===== src/rtl/barrel_shift_pipe.sv =====
// Pipelined WIDTH-bit barrel shifter (rotate / logical / arithmetic / pass), one register per shift bit,
// valid/ready flow control with a sideband tag. Define BSHIFT_FLAGS_EN to add out_zero / out_carry.
module barrel_shift_pipe #(
    parameter  int WIDTH = 8,
    parameter  int TAG_W = 4,
    localparam int SHW   = $clog2(WIDTH)
) (
    input  logic             clk,
    input  logic             rst_n,
    input  logic             in_valid,
    output logic             in_ready,
    input  logic [WIDTH-1:0] in_data,
    input  logic [SHW-1:0]   in_shift,
    input  logic             in_dir,
    input  logic [1:0]       in_mode,
    input  logic [TAG_W-1:0] in_tag,
    output logic             out_valid,
    input  logic             out_ready,
    output logic [WIDTH-1:0] out_data,
    output logic [TAG_W-1:0] out_tag
`ifdef BSHIFT_FLAGS_EN
    ,
    output logic             out_zero,
    output logic             out_carry
`endif
);
    localparam logic [1:0] M_ROT  = 2'b00;
    localparam logic [1:0] M_ARI  = 2'b10;
    localparam logic [1:0] M_PASS = 2'b11;

    // rem is the shift count still to apply, pre-aligned so its LSB belongs to the next stage
    typedef struct packed {
        logic [SHW-1:0] rem;
        logic           dir;
        logic [1:0]     mode;
        logic           msb;
    } ctl_t;

    logic [SHW-1:0]            vld_pipe;
    logic [SHW-1:0][WIDTH-1:0] dat;
    logic [SHW-1:0][TAG_W-1:0] tag;
    ctl_t [SHW-2:0]            ctl;
    logic [SHW:0]              rdy;
`ifdef BSHIFT_FLAGS_EN
    logic [SHW-1:0]            cry;
`endif

    assign rdy[SHW] = out_ready;

    for (genvar k = 0; k < SHW; k++) begin : g_stg
        localparam int S = 1 << k;

        logic             v_i;
        logic [WIDTH-1:0] d_i;
        logic [WIDTH-1:0] d_o;
        logic [TAG_W-1:0] t_i;
        ctl_t             c_i;
        logic             hit;
        logic             v_q;
        logic [WIDTH-1:0] d_q;
        logic [TAG_W-1:0] t_q;

        if (k == 0) begin : g_src
            assign v_i = in_valid;
            assign d_i = in_data;
            assign t_i = in_tag;
            assign c_i = {in_shift, in_dir, in_mode, in_data[WIDTH-1]};
        end else begin : g_src
            assign v_i = vld_pipe[k-1];
            assign d_i = dat[k-1];
            assign t_i = tag[k-1];
            assign c_i = ctl[k-1];
        end

        if (k < SHW-1) begin : g_hit
            assign hit = c_i.rem[0] && (c_i.mode != M_PASS);
        end else begin : g_hit
            // by the last stage only the LSB of rem can still be set
            assign hit = (|c_i.rem) && (c_i.mode != M_PASS);
        end

        always_comb begin
            d_o = d_i;
            if (hit) begin
                if (c_i.mode == M_ROT)
                    d_o = c_i.dir ? {d_i[S-1:0], d_i[WIDTH-1:S]}
                                  : {d_i[WIDTH-S-1:0], d_i[WIDTH-1:WIDTH-S]};
                else if (c_i.dir)
                    d_o = {{S{(c_i.mode == M_ARI) && c_i.msb}}, d_i[WIDTH-1:S]};
                else
                    d_o = {d_i[WIDTH-S-1:0], {S{1'b0}}};
            end
        end

        always_ff @(posedge clk) begin
            if (!rst_n) begin
                v_q <= 1'b0;
                d_q <= '0;
                t_q <= '0;
            end else if (rdy[k]) begin
                v_q <= v_i;
                if (v_i) begin
                    d_q <= d_o;
                    t_q <= t_i;
                end
            end
        end

        assign vld_pipe[k] = v_q;
        assign dat[k]      = d_q;
        assign tag[k]      = t_q;
        assign rdy[k]      = !v_q || rdy[k+1];

        if (k < SHW-1) begin : g_ctl
            ctl_t c_q;
            always_ff @(posedge clk) begin
                if (!rst_n)
                    c_q <= '0;
                else if (rdy[k] && v_i)
                    c_q <= {c_i.rem >> 1, c_i.dir, c_i.mode, c_i.msb};
            end
            assign ctl[k] = c_q;
        end

`ifdef BSHIFT_FLAGS_EN
        logic cy_i;
        logic cy_q;
        if (k == 0) begin : g_cy
            assign cy_i = 1'b0;
        end else begin : g_cy
            assign cy_i = cry[k-1];
        end

        // the last active stage's outgoing edge bit is the overall last bit shifted/wrapped out
        always_ff @(posedge clk) begin
            if (!rst_n)
                cy_q <= 1'b0;
            else if (rdy[k] && v_i)
                cy_q <= hit ? (c_i.dir ? d_i[S-1] : d_i[WIDTH-S]) : cy_i;
        end
        assign cry[k] = cy_q;

        if (k == SHW-1) begin : g_zero
            logic z_q;
            always_ff @(posedge clk) begin
                if (!rst_n)
                    z_q <= 1'b0;
                else if (rdy[k] && v_i)
                    z_q <= (d_o == '0);
            end
            assign out_zero = z_q;
        end
`endif
    end

    assign in_ready  = rdy[0];
    assign out_valid = vld_pipe[SHW-1];
    assign out_data  = dat[SHW-1];
    assign out_tag   = tag[SHW-1];
`ifdef BSHIFT_FLAGS_EN
    assign out_carry = cry[SHW-1];
`endif

endmodule


===== config.mk =====
export PLATFORM = sky130hd
export DESIGN_NAME = barrel_shift_pipe
export DESIGN_NICKNAME = d
export VERILOG_FILES = /design/src/rtl/barrel_shift_pipe.sv
export SDC_FILE = /design/constraint.sdc
export NUM_CORES = 1
export LEC_CHECK = 0
export BUFFER_PORTS_ARGS = -buffer_cell sky130_fd_sc_hd__buf_4
export CAP_MARGIN = 20
export CORE_MARGIN = 3
export CORE_UTILIZATION = 56
export CTS_CLUSTER_DIAMETER = 40
export DETAILED_ROUTE_END_ITERATION = 8
export GPL_ROUTABILITY_DRIVEN = 1
export GPL_TIMING_DRIVEN = 0
export PLACE_DENSITY = 0.84
export SLEW_MARGIN = 0
export SYNTH_ARGS = -nofsm -noshare
export SYNTH_HDL_FRONTEND = slang
export SYNTH_SLANG_ARGS = --single-unit

===== constraint.sdc =====
create_clock -name clk -period 1.5 [get_ports clk]
set_clock_uncertainty 0.1 [all_clocks]
set_input_delay 0.225 -clock clk [delete_from_list [all_inputs] [get_ports clk]]
set_output_delay 0.225 -clock clk [all_outputs]
set_load 0.02 [all_outputs]

==> summary.md <==
| Metric | Value |
|---|---|
| Status | `completed` |
| Area delta synth->final | `19.6%` |
| Slew Limit Fails | `0` |
| Clock-pin slew on the worst setup and hold paths | `0.09 ns` |
| Synthesized cell area | `2350 sq um` |
| Drt total wl | `5340 um` |
| FILL cells | `335` |
| First-pass GRT wire length | `8760 um` |
| Register area | `1000 sq um` |
| Seq pwr share | `55.6%` |
| H-Tree Depth | `2` |
| IO Port Bufs | `34` |
| Max cap viols | `0` |
| Worst EP required | `1.17 ns` |
| Tmin final | `1.43 ns` |
| Num CTS Buffers | `5` |
| Rel. slew slack | `65.9%` |
| Post-synth top flop | `dfxtp_1` |
| Yosys reg bits | `50` |
| Detail Route Antenna Nets | `0` |
| Hold WS | `around 0.066 ns` |
| Final Hold Violating Endpoints | `0` |
| Vias in the first global route | `1,939` |
| Routability cong. | `0.891` |
| Fmax | `698 MHz` |
| Die area | `5020 sq um` |
| CP Cell Sequence | `nand4b_4 > buf_4` |
| Clk root buf | `clkbuf_8` |
| Die X | `~70 um` |
| Ports | `36` |
| Pint | `between 0.0015 and 0.002 W` |
| Sequential element share of the synthesized area | `42.5%` |
| CP startpoint kind | `flip-flop` |
| Area of the multi-input gates | `1280 sq um` |
| Initial Util | `61.1%` |
| Async set-reset flop share out of synthesis | `0%` |
| Worst-Margin Slew | `just over 0.5 ns` |
| Final setup vio count | `0` |
| Layout cells sized above 1 | `21.9%` |
| CP arrival | `1.11 ns` |
| Crit end category | `output pin` |
| CTS tree | `done` |
| Die span in y | `70.8 um` |
| Post-Syn Instances | `281` |
| Slowest CP cell | `dfxtp_2` |
| Sink Count | `50` |
| Sw power | `0.000681 W` |
| Largest net degree at the start of global routing | `16` |
| NumNets Final | `between 300 and 400` |
| Logic pwr share | `13.1%` |
| HP Class | `input pin to flip-flop` |
| Fin util | `about three quarters` |
| Yosys Warn Count | `0` |
| Syn_nets | `303` |
| 1st-iter DRT viols | `110` |
| Critical path type | `flip-flop to output pin` |
| Grt total ovfl | `0` |
| Number of hold buffers added after CTS | `0` |
| Fin cells | `about 370` |
| Dpl cells | `363` |
| Design area | `approximately 2800 sq um` |
| Static Leak | `1.12 nW` |
| Post-route DRC | `0` |
| Global Route Usage Sum | `21.1%` |
| Number of synthesized flops with an enable pin | `0` |
| Synth cell types | `35` |
| DR vias | `2,079` |
| ANT cells | `0` |
| PD cells | `922 nW/um^2` |
| Sw Ratio | `26.3%` |
| Syn Area/Cell | `~8.4 sq um` |
| Crit-path max FO | `6` |
| DR vias/cell | `between 5 and 6` |
| Clk pwr share | `31.3%` |
| Pre-antenna DRT Iters | `4` |
| Core area | `3850 sq um` |
| Slowest cell delay on critical path | `approximately 0.45 ns` |
| Clk buf depth | `2` |
| Post-DP Area | `2670 sq um` |
| DP HPWL | `3900 um` |
| Maximum vdd ir drop | `0.000681 V` |
| Initial antenna violation count | `0` |
| Setup TNS | `0 ns` |
| Skew-Pair Late Insertion Delay | `0.30 ns` |
| WL/cell | `14.4 um` |
| Period utilization | `between 90 and 100%` |
| Site Rows | `22` |
-- repair_timing --
action | in CTS | in global routing
buffers inserted | 0 | 1
setup endpoints to repair | 3 | 17
pin swaps | 0 | 1
resized for setup | 3 | 9
gates cloned | 0 | 0
-- layout make-up --
class	count	area share, %
Clock inverter	2	0.444
Timing Repair Buffer	35	9.33
Inverter	2	0.267
Tap cell	48	2.13
Multi-Input combinational cell	213	45.4
Sequential cell	50	35.7
Clock buffer	6	2.93
Buffer	16	3.78
-- per-stage QoR --
stage | power, W | setup WS, ns
after detailed placement | 0.00180 | -0.0293
after CTS | 0.00259 | 0.0380
final | 0.00260 | 0.0681
after global placement | 0.00179 | 0.00200
after floorplan | 0.00167 | 0.0886
after global routing | 0.00270 | -0.00256
-- registers in the layout (all words and copies together), names as in the netlist --
register   flops
g_stg.v_q      2
out_data       8
ctl           11
g_stg.t_q      8
g_stg.d_q     16
out_valid      1
out_tag        4
-- cells by family (layout without fill, tap and decap cells) --
kind of cell / Yosys count / in the layout / share of synthesized area, %
AND/OR/NAND/NOR: 121 / 121 / 24.6
AO/OA/AOI/OAI: 82 / 82 / 24.1
flip-flops: 50 / 50 / 42.5
buffers and inverters: 18 / 61 / 4.57
multiplexers: 10 / 10 / 4.25
-- power by group through the flow --
stage	registers [W]	logic, W	clock network (W)
2_1_floorplan	0.00146	0.000208	0
3_3_place_gp	0.00146	0.000321	0
3_5_place_dp	0.00147	0.000329	0
4_1_cts	0.00144	0.000333	0.000820
5_1_grt	0.00145	0.000380	0.000867
6_report	0.00144	0.000340	0.000813
-- worst paths after layout --
kind                             startpoint                           end  slack, ns  cells after the start
setup reg to reg     out_valid$_SDFFE_PN0P_      out_data[3]$_SDFFE_PN0P_       0.08                      5
hold reg to reg     out_tag[3]$_SDFFE_PN0P_       out_tag[3]$_SDFFE_PN0P_       0.37                      2
setup / recovery  g_stg[1].v_q$_SDFFE_PN0P_                      in_ready       0.07                      2
hold / removal                    in_tag[2]  g_stg[0].t_q[2]$_SDFFE_PN0P_       0.07                      3
-- synth_stat cells, types with 4 or more instances --
library cell | instances | area, sq um
nand3_1 | 22 | 110
a21boi_0 | 17 | 128
o31ai_1 | 4 | 30.0
a21boi_1 | 13 | 97.6
a21oi_1 | 5 | 25.0
buf_4 | 4 | 30.0
nand2_1 | 69 | 259
clkbuf_1 | 7 | 26.3
dfxtp_1 | 50 | 1000
a221oi_1 | 4 | 35.0
nor2_1 | 12 | 45.0
o21ai_0 | 25 | 125
mux2i_1 | 10 | 100
nor2b_1 | 4 | 25.0
-- layer usage --
layer,up-vias,share of wire (%),GRT usage (%)
met5,-,0,0
met4,0,1.8,5.22
met3,13,4.7,3.84
met2,61,50,37.1
met1,935,44,26.8
li1,1070,-,-
-- critical path: cells and delay by family, from the launching register on --
family        cells  cell delay [ns]
flops             1             0.45
simple gates      1             0.16
buf+inv           1             0.19
-- placed cells by master (no fill, tap or decap), types with 3 or more instances in the layout --
master	Yosys	layout
buf_6	3	4
nand3_1	22	22
or4b_1	3	3
a21boi_1	13	12
o31ai_2	3	4
dfxtp_2	0	3
clkbuf_1	7	7
dfxtp_1	50	47
mux2i_1	10	10
clkbuf_8	0	6
a21boi_0	17	16
nor2b_1	4	4
a21oi_1	5	5
nand2_1	69	69
buf_4	4	38
o31ai_1	4	3
o211ai_1	3	3
nor2_1	12	12
o21ai_0	25	25
No activity file was read; power rests on OpenSTA's default activity.
